## src/rtl/cpu_pkg.sv

```systemverilog
// cpu_pkg: types and constants shared by the 8-bit CPU memory-port logic.
//   state_e        - memory sequencer FSM states
//   REQ_CPU/LDR    - requester indices (CPU core, program loader)
//   DEF_*_W        - default bus widths
//   onehot2()      - 1-bit requester index to 2-bit one-hot vector
package cpu_pkg;

  typedef enum logic [1:0] {
    IDLE     = 2'd0,
    ACCESS   = 2'd1,
    COMPLETE = 2'd2
  } state_e;

  localparam int REQ_CPU = 0;
  localparam int REQ_LDR = 1;

  localparam int DEF_DATA_W = 8;
  localparam int DEF_ADDR_W = 8;

  function automatic logic [1:0] onehot2(input logic idx);
    logic [1:0] v;
    v      = 2'b00;
    v[idx] = 1'b1;
    return v;
  endfunction

endpackage

```

## src/rtl/rr_pick2.sv

```systemverilog
// rr_pick2: combinational two-way round-robin picker with owner lock override.
//   req_i[1:0]   - request per requester
//   lock_i[1:0]  - lock request per requester
//   owner_i      - current bus owner
//   last_i       - requester granted most recently
//   lock_ok_i    - lock override permitted this cycle
//   winner_o     - chosen requester index (meaningful when valid_o)
//   valid_o      - at least one requester is asking
module rr_pick2
  import cpu_pkg::*;
(
  input  logic [1:0] req_i,
  input  logic [1:0] lock_i,
  input  logic       owner_i,
  input  logic       last_i,
  input  logic       lock_ok_i,
  output logic       winner_o,
  output logic       valid_o
);

  always_comb begin
    winner_o = 1'(REQ_CPU);
    valid_o  = |req_i;
    // A lock only counts while its owner is still requesting.
    if (lock_ok_i && req_i[owner_i] && lock_i[owner_i]) begin
      winner_o = owner_i;
    end else if (req_i == 2'b11) begin
      winner_o = ~last_i;
    end else begin
      winner_o = req_i[REQ_LDR];
    end
  end

endmodule

```

## src/rtl/mem_bus_arbiter.sv

```systemverilog
// mem_bus_arbiter: serialises CPU (requester 0) and loader (requester 1)
// single-byte transactions onto one synchronous-read memory port.
//   clk, reset             - clock; asynchronous active-low reset
//   req, lock, we          - per-requester request / keep-ownership / write
//   addr_in, wdata         - per-requester address and write data (packed)
//   gnt, done              - one-hot grant (ACCESS) and completion (COMPLETE)
//   rdata                  - per-requester read data, held between completions
//   address, to_memory     - memory bus, held outside ACCESS
//   from_memory            - memory read data, one cycle after address
//   write                  - memory write strobe, ACCESS only
module mem_bus_arbiter
  import cpu_pkg::*;
#(
  parameter int DATA_W    = DEF_DATA_W,
  parameter int ADDR_W    = DEF_ADDR_W,
  parameter int MAX_BURST = 4
) (
  input  logic                clk,
  input  logic                reset,
  input  logic [1:0]          req,
  input  logic [1:0]          lock,
  input  logic [1:0]          we,
  input  logic [2*ADDR_W-1:0] addr_in,
  input  logic [2*DATA_W-1:0] wdata,
  output logic [1:0]          gnt,
  output logic [1:0]          done,
  output logic [2*DATA_W-1:0] rdata,
  output logic [ADDR_W-1:0]   address,
  output logic [DATA_W-1:0]   to_memory,
  input  logic [DATA_W-1:0]   from_memory,
  output logic                write
);

  // Counter only needs to reach MAX_BURST-1, where it saturates.
  localparam int              CNT_W   = (MAX_BURST > 1) ? $clog2(MAX_BURST) : 1;
  localparam logic [CNT_W-1:0] CNT_MAX = CNT_W'(MAX_BURST - 1);

  state_e              state_q, state_d;
  logic                owner_q, owner_d;
  logic                last_q, last_d;
  logic [CNT_W-1:0]    cnt_q, cnt_d;
  logic                we_q, we_d;
  logic [ADDR_W-1:0]   address_q, address_d;
  logic [DATA_W-1:0]   to_memory_q, to_memory_d;
  logic [2*DATA_W-1:0] rdata_q, rdata_d;

  logic lock_ok;
  logic win;
  logic win_valid;
  logic grant;

  assign lock_ok = (state_q == COMPLETE) && (cnt_q < CNT_MAX);

  rr_pick2 u_pick (
    .req_i     (req),
    .lock_i    (lock),
    .owner_i   (owner_q),
    .last_i    (last_q),
    .lock_ok_i (lock_ok),
    .winner_o  (win),
    .valid_o   (win_valid)
  );

  always_comb begin
    // NOTE: every variable gets a default first so no path leaves one
    // unassigned, which would otherwise infer a latch.
    state_d     = state_q;
    owner_d     = owner_q;
    last_d      = last_q;
    cnt_d       = cnt_q;
    we_d        = we_q;
    address_d   = address_q;
    to_memory_d = to_memory_q;
    rdata_d     = rdata_q;
    grant       = 1'b0;

    case (state_q)
      IDLE: begin
        grant = win_valid;
      end
      ACCESS: begin
        state_d = COMPLETE;
      end
      COMPLETE: begin
        // Read data is captured for writes too; the requester just ignores it.
        if (owner_q) rdata_d[DATA_W +: DATA_W] = from_memory;
        else         rdata_d[0 +: DATA_W]      = from_memory;
        grant = win_valid;
        if (!win_valid) begin
          state_d = IDLE;
          cnt_d   = '0;
        end
      end
      default: begin
        state_d = IDLE;
      end
    endcase

    if (grant) begin
      state_d     = ACCESS;
      owner_d     = win;
      last_d      = win;
      we_d        = win ? we[1] : we[0];
      address_d   = win ? addr_in[ADDR_W +: ADDR_W] : addr_in[0 +: ADDR_W];
      to_memory_d = win ? wdata[DATA_W +: DATA_W]   : wdata[0 +: DATA_W];
      if (state_q == COMPLETE && win == owner_q) begin
        cnt_d = (cnt_q == CNT_MAX) ? cnt_q : cnt_q + 1'b1;
      end else begin
        cnt_d = '0;
      end
    end
  end

  // NOTE: sequential state uses non-blocking assignments so every register
  // samples pre-edge values regardless of statement order.
  always_ff @(posedge clk or negedge reset) begin
    if (!reset) begin
      state_q     <= IDLE;
      owner_q     <= 1'b0;
      last_q      <= 1'b1;   // CPU wins the first tie
      cnt_q       <= '0;
      we_q        <= 1'b0;
      address_q   <= '0;
      to_memory_q <= '0;
      // NOTE: the read-data holding registers are reset because their value
      // is architecturally visible on rdata straight out of reset.
      rdata_q     <= '0;
    end else begin
      state_q     <= state_d;
      owner_q     <= owner_d;
      last_q      <= last_d;
      cnt_q       <= cnt_d;
      we_q        <= we_d;
      address_q   <= address_d;
      to_memory_q <= to_memory_d;
      rdata_q     <= rdata_d;
    end
  end

  // Outputs decode registered state only, so an asynchronous reset clears
  // gnt/write immediately.
  assign gnt       = (state_q == ACCESS)   ? onehot2(owner_q) : 2'b00;
  assign done      = (state_q == COMPLETE) ? onehot2(owner_q) : 2'b00;
  assign write     = (state_q == ACCESS) && we_q;
  assign address   = address_q;
  assign to_memory = to_memory_q;
  // rdata_d already equals the held value with the owner's lane replaced by
  // from_memory during COMPLETE, which is exactly the visible rdata.
  assign rdata     = rdata_d;

endmodule

```

## config.mk

```make
export PLATFORM = sky130hd
export DESIGN_NAME = mem_bus_arbiter
export DESIGN_NICKNAME = d
export VERILOG_FILES = /design/src/rtl/cpu_pkg.sv /design/src/rtl/rr_pick2.sv /design/src/rtl/mem_bus_arbiter.sv
export SDC_FILE = /design/constraint.sdc
export NUM_CORES = 1
export LEC_CHECK = 0
export ABC_AREA = 1
export BUFFER_PORTS_ARGS = -buffer_cell sky130_fd_sc_hd__buf_2
export CAP_MARGIN = 20
export CORE_UTILIZATION = 49
export DETAILED_ROUTE_END_ITERATION = 10
export PLACE_DENSITY = 0.84
export SLEW_MARGIN = 25
export SYNTH_ARGS = -nofsm -noshare
export SYNTH_HDL_FRONTEND = slang
export SYNTH_SLANG_ARGS = --single-unit
export TNS_END_PERCENT = 10
```

## constraint.sdc

```tcl
create_clock -name clk -period 2.83 [get_ports clk]
set_input_delay 0.1415 -clock clk [delete_from_list [all_inputs] [get_ports clk]]
set_output_delay 0.1415 -clock clk [all_outputs]
set_load 0.03 [all_outputs]
```

Word-level counts from Yosys, hierarchy flattened --
Cells that the tools add are included.
Storage, ports and cells: register bits after elaboration 39, word-level logic and storage cells 58
Cells by class: add/subtract/negate cells 1, magnitude comparators 3, equal/unequal tests 9, multiplexer cells 24, bitwise operators 1, reductions and logical operators 12
Operators with widths (count):
- $mux 8 | 4
- $mux 16 | 1
- $mux 2 | 8
- $mux 1 | 9
- $eq 2x2->1 const B | 3
- $logic_and 1x1->1 | 6
- $ne 3x3->1 const B | 2
- $pmux 2 s3 | 1
- $reduce_or 2->1 | 2
- $reduce_and 3->1 | 1
- $add 2x1->2 const B | 1
- $eq 2x1->1 const B | 1
- $logic_not 2->1 | 1
- $lt 1x2->1 const B | 1
- $lt 2x2->1 const B | 1
- $ne 2x1->1 const B | 1
- $ne 2x2->1 const B | 1
- $reduce_and 2->1 | 1
- $reduce_bool 2->1 | 1
- $demux 1 s1 | 1
- $eq 1x1->1 | 1
- $ge 1x1->1 const B | 1
- $not 1->1 | 1

Longest topological paths before layout --
word-level depth 9, gate-level depth with buffers 10, gate-level depth less buffers 9

Hierarchy --
Synthesis repeated with hierarchy kept, for this count alone.
Unflattened totals: cell total of the unflattened synthesis 207, area total of the unflattened synthesis 1805.5 um^2
Modules (own cells, without submodules):
- mem_bus_arbiter | times used 1, cells each 197, area each 1757.9 um^2, seq. area each 977.2 um^2
- rr_pick2 | times used 1, cells each 10, area each 47.5 um^2, seq. area each 0.0 um^2

Worst setup path before layout --
No wires, ideal clock.
path kind register to register, start register state_q[0], end register rdata_q[10], setup time 0.204 ns, arrival 1.483 ns, required time 2.626 ns, setup slack 1.142 ns, stages on the path, launching flop included 7, buffers on the path 0, cell sequence dfrtp_1 > inv_1 > nand2_1 > nor2_2 > inv_1 > nand2_1 > nand2_1
On the way: cells in the longest elaborated chain, start to end 2
RTL lines:
- start: declaration | line mem_bus_arbiter.sv:38 | state_e state_q, state_d;
- start signal: assignment | line mem_bus_arbiter.sv:129 | state_q <= state_d;
- $eq 2x2->1 | line mem_bus_arbiter.sv:77 | case (state_q)
- $mux 16 | line mem_bus_arbiter.sv:77
- via rdata[10] | line mem_bus_arbiter.sv:27 | output logic [2*DATA_W-1:0] rdata,
- end signal: assignment | line mem_bus_arbiter.sv:136 | rdata_q <= rdata_d;
- end: declaration | line mem_bus_arbiter.sv:45 | logic [2*DATA_W-1:0] rdata_q, rdata_d;
The timed path passes the listed nets, and every way through them passes these cells. A chain may end at the register's enable or synchronous reset.

Worst setup path after layout --
start register state_q[0], end output rdata[3]
On the way: cells in the longest elaborated chain, start to end 2
RTL lines (line):
- $eq 2x2->1 | mem_bus_arbiter.sv:77
- $mux 16 | mem_bus_arbiter.sv:77
- end: declaration | mem_bus_arbiter.sv:27
Every way passes these cells.

==> flow_metrics.py <==
metrics = {
    "pwr": {
        "p_clk_frac": 0.151,
        "pwr-share-seq": 0.392,
        "p_comb_frac": 0.457,
        "powerDensity_nw_per_um2": 904.0,
        "p_switching_w": 0.0009047,
        "switching_share": 0.4366,
        "irDropWorstVdd_mv": 0.5075,
        "power_leakage_nw": 1.221,
        "internal-power_w": 0.001167,
    },
    "worst_setup_path": {
        "cp-endpoint": "rdata[3]",
        "max_stage_delay_ns": 0.41,
        "setup.worst_path.start_class": "flip-flop",
        "cp-startpoint": "state_q[0]",
        "rr_worst_depth": 7,
        "critical_path_class": "reg -> out",
        "required_ns": 2.69,
        "timing.reg2reg.setup_slack_ns": 1.11,
        "cp_cell_sequence": "inv_1, nand2_1, nor2_2, mux2_2, buf_2",
        "cp-end-kind": "primary output",
        "cp_max_fo": 9,
        "worstReg2RegEnd": "to_memory[4]",
        "reg2reg_from": "cnt_q[0]",
        "cp_slowest_cell": "nor2_2",
        "crit_arrival_ns": 1.92,
    },
    "grt": {
        "grt_use_total": 0.2284,
        "overflow": 0,
        "grt_antenna_before_repair": 0,
        "grt_max_degree": 40,
        "first_global_vias": 1610,
        "grt_first_pass_wirelength_mm": 6.893,
    },
    "cells_and_area": {
        "final_area_um2": 2292,
        "antenna_cells": 0,
        "final_layout_size_suffix_gt1_frac": 0.4170,
        "nFillCells": 304,
        "fin_nets": 331,
        "area_growth_pct": 29.29,
        "final_cell_mix": "84 x buf_2, 57 x nand2_1, 38 x dfrtp_1, 23 x nor2_1, 15 x o21ai_0",
        "final_common_cell": "buf_2",
    },
    "sta": {
        "relSlewSlack": 0.4514,
        "tightest_slew_ns": 0.8230,
        "rsz0062_at_grt": "false",
        "post-route-period-util": 0.7292,
        "tns_ns": 0,
        "fin_skew_ns": 0.005905,
        "period_needed_ns": 2.064,
        "setup_violations": 0,
        "slew_viol_final": 0,
        "worst_slack_ns": 0.7665,
        "hold_viol": 0,
        "clock.fmax_mhz": 484.6,
        "hold_ws_ns": 0.03801,
    },
    "logic_synthesis": {
        "synth-edff-count": 0,
        "synth.cell_area_um2": 1773,
        "synth_fp_nets": 244,
        "synth-compound-area-share": 0.1186,
        "synth-adder-area-share": 0.007057,
        "synth_top_family_by_area": "simple AND/OR/NAND/NOR gates",
        "ys_ff_latch": 39,
        "synth_area_leaders": "dfrtp_1 54%, nand2_1 12%, mux2_2 5.1%, nor2_1 4.9%, o21ai_0 4.5%",
        "synthXorXnorAreaFrac": 0,
        "synth_top_area_share": 0.5363,
        "synth_cell_type_count": 23,
        "yosys.area_share.simple": 0.2188,
        "postSynthCellCount": 195,
        "ys_warn_count": 0,
        "synthMuxAreaShare": 0.05081,
        "seq_area_frac_synth": 0.5512,
        "synth_ff_type": "dfrtp_1",
        "synth.avg_cell_area_um2": 9.092,
        "synth.largest_area_cell": "dfrtp_1",
        "async_flop_share": 1.000,
    },
    "placement": {
        "dp_hpwl_mm": 2.921,
        "port_buffers": 84,
        "postPlaceCellArea_um2": 2213,
        "pre_cts_slack_ns": 1.104,
        "gp_congestion": 0.8386,
    },
    "die": {
        "dieWidth_um": 62.15,
        "die-height_um": 62.15,
        "core_area_um2": 3390,
        "start_util": 0.5231,
        "ios": 85,
        "die-area_um2": 3863,
        "rows": 21,
    },
    "clock_network": {
        "clk_path_buf_depth": 2,
        "numCtsBuffers": 5,
        "cts_tree": "built",
        "cts-htree-levels": 2,
        "cts.sinks": 39,
        "root_buffer": "clkbuf_4",
        "clk_pin_slew_ns": 0.11,
        "insertion_delay_ns": 0.34,
    },
    "drt": {
        "wl_per_cell_um": 11.82,
        "first_iter_violations": 42,
        "vias_per_cell": 4.860,
        "drt-total-wl_mm": 3.889,
        "vias": 1599,
        "drc": 0,
        "ant_nets": 0,
        "drt_pre_antenna_iters": 4,
    },
    "hold_path": {
        "hold_path_class": "in -> reg",
    },
    "run_status": {
        "outcome": "finished, final reports clean",
    },
    "flow_run": {
        "drv_cap": 0,
    },
}
-- registers in the layout, summed over array words and instances (netlist names) --
name,count
rdata_q,16
address,8
to_memory,8
cnt_q,2
state_q,2
last_q,1
owner_q,1
we_q,1
-- Yosys cell counts, types with 2 or more instances --
cell and instances:
o21ai_1 12, nand2_2 2, mux2_2 8, nor2_1 23, nand3_1 2, inv_1 10, o21ai_0 16, o21ai_2 8
dfrtp_1 38, nand4_1 4, nand2_1 57, nor2_2 3, buf_2 2
-- repair_timing --
action / CTS / global route
gates resized for setup: 0 / 0
buffers inserted: 0 / 0
hold buffers: 1 / 0
endpoints found under the hold margin: 38 / 0
-- worst max-delay path: cells and delay by family, from the launching register on --
family                 cells  cell delay [ns]
DFF                        1             0.38
and+or+nand+nor            2             0.54
muxes                      1             0.41
buffers and inverters      2             0.26
-- cell families after synthesis --
logic type      count (synthesis)
compound gates                 36
fa+ha+maj                       1
buf+inv                        18
flops                          39
mux                             8
simple gates                   93
-- metal layers --
layer | wire length (µm) | share of wire | vias up | GRT usage
met5 | 0 | 0 | - | 0
met3 | 175 | 0.045 | 4 | 0.06801
li1 | - | - | 808 | -
met2 | 2094 | 0.54 | 45 | 0.4162
met1 | 1577 | 0.41 | 742 | 0.2521
met4 | 42 | 0.011 | 0 | 0.07558
-- layout make-up --
cell class	instances	area (µm²)	area share
Clock buffer	8	68.82	0.03002
Sequential cell	39	977.2	0.4263
Tap cell	46	57.56	0.02511
Inverter	12	50.05	0.02183
Multi-Input combinational cell	138	700.7	0.3057
Timing Repair Buffer	86	437.9	0.1910
-- metrics by stage --
step / power, W / util / instances
after detailed placement: 0.001778 / 0.6530 / 320
final: 0.002072 / 0.6763 / 329
after global placement: 0.001751 / 0.6530 / 320
after CTS: 0.002096 / 0.6763 / 329
after global routing: 0.002217 / 0.6763 / 329
after floorplan: 0.001500 / - / 195
-- how the worst min path moves through the flow --
stage	startpoint	end	slack, ns	depth (start not counted)
2_1_floorplan	reset	address[0]	-0.15	0
3_3_place_gp	reset	rdata_q[15]	0.29	1
3_5_place_dp	reset	rdata_q[15]	0.29	1
4_1_cts	from_memory[0]	rdata_q[8]	0.02	3
5_1_grt	from_memory[1]	rdata_q[9]	0.02	3
6_report	from_memory[5]	rdata_q[13]	0.04	3
-- power groups by stage --
| stage | registers (W) | clock network, W | logic [W] |
|---|---|---|---|
| final | 0.000813 | 0.000313 | 0.000947 |
| after global routing | 0.000833 | 0.000362 | 0.00102 |
| after CTS | 0.000814 | 0.000327 | 0.000955 |
| after detailed placement | 0.000824 | 0 | 0.000954 |
| after global placement | 0.000815 | 0 | 0.000936 |
| after floorplan | 0.000920 | 0 | 0.000580 |
No activity file was read; power rests on OpenSTA's default activity.
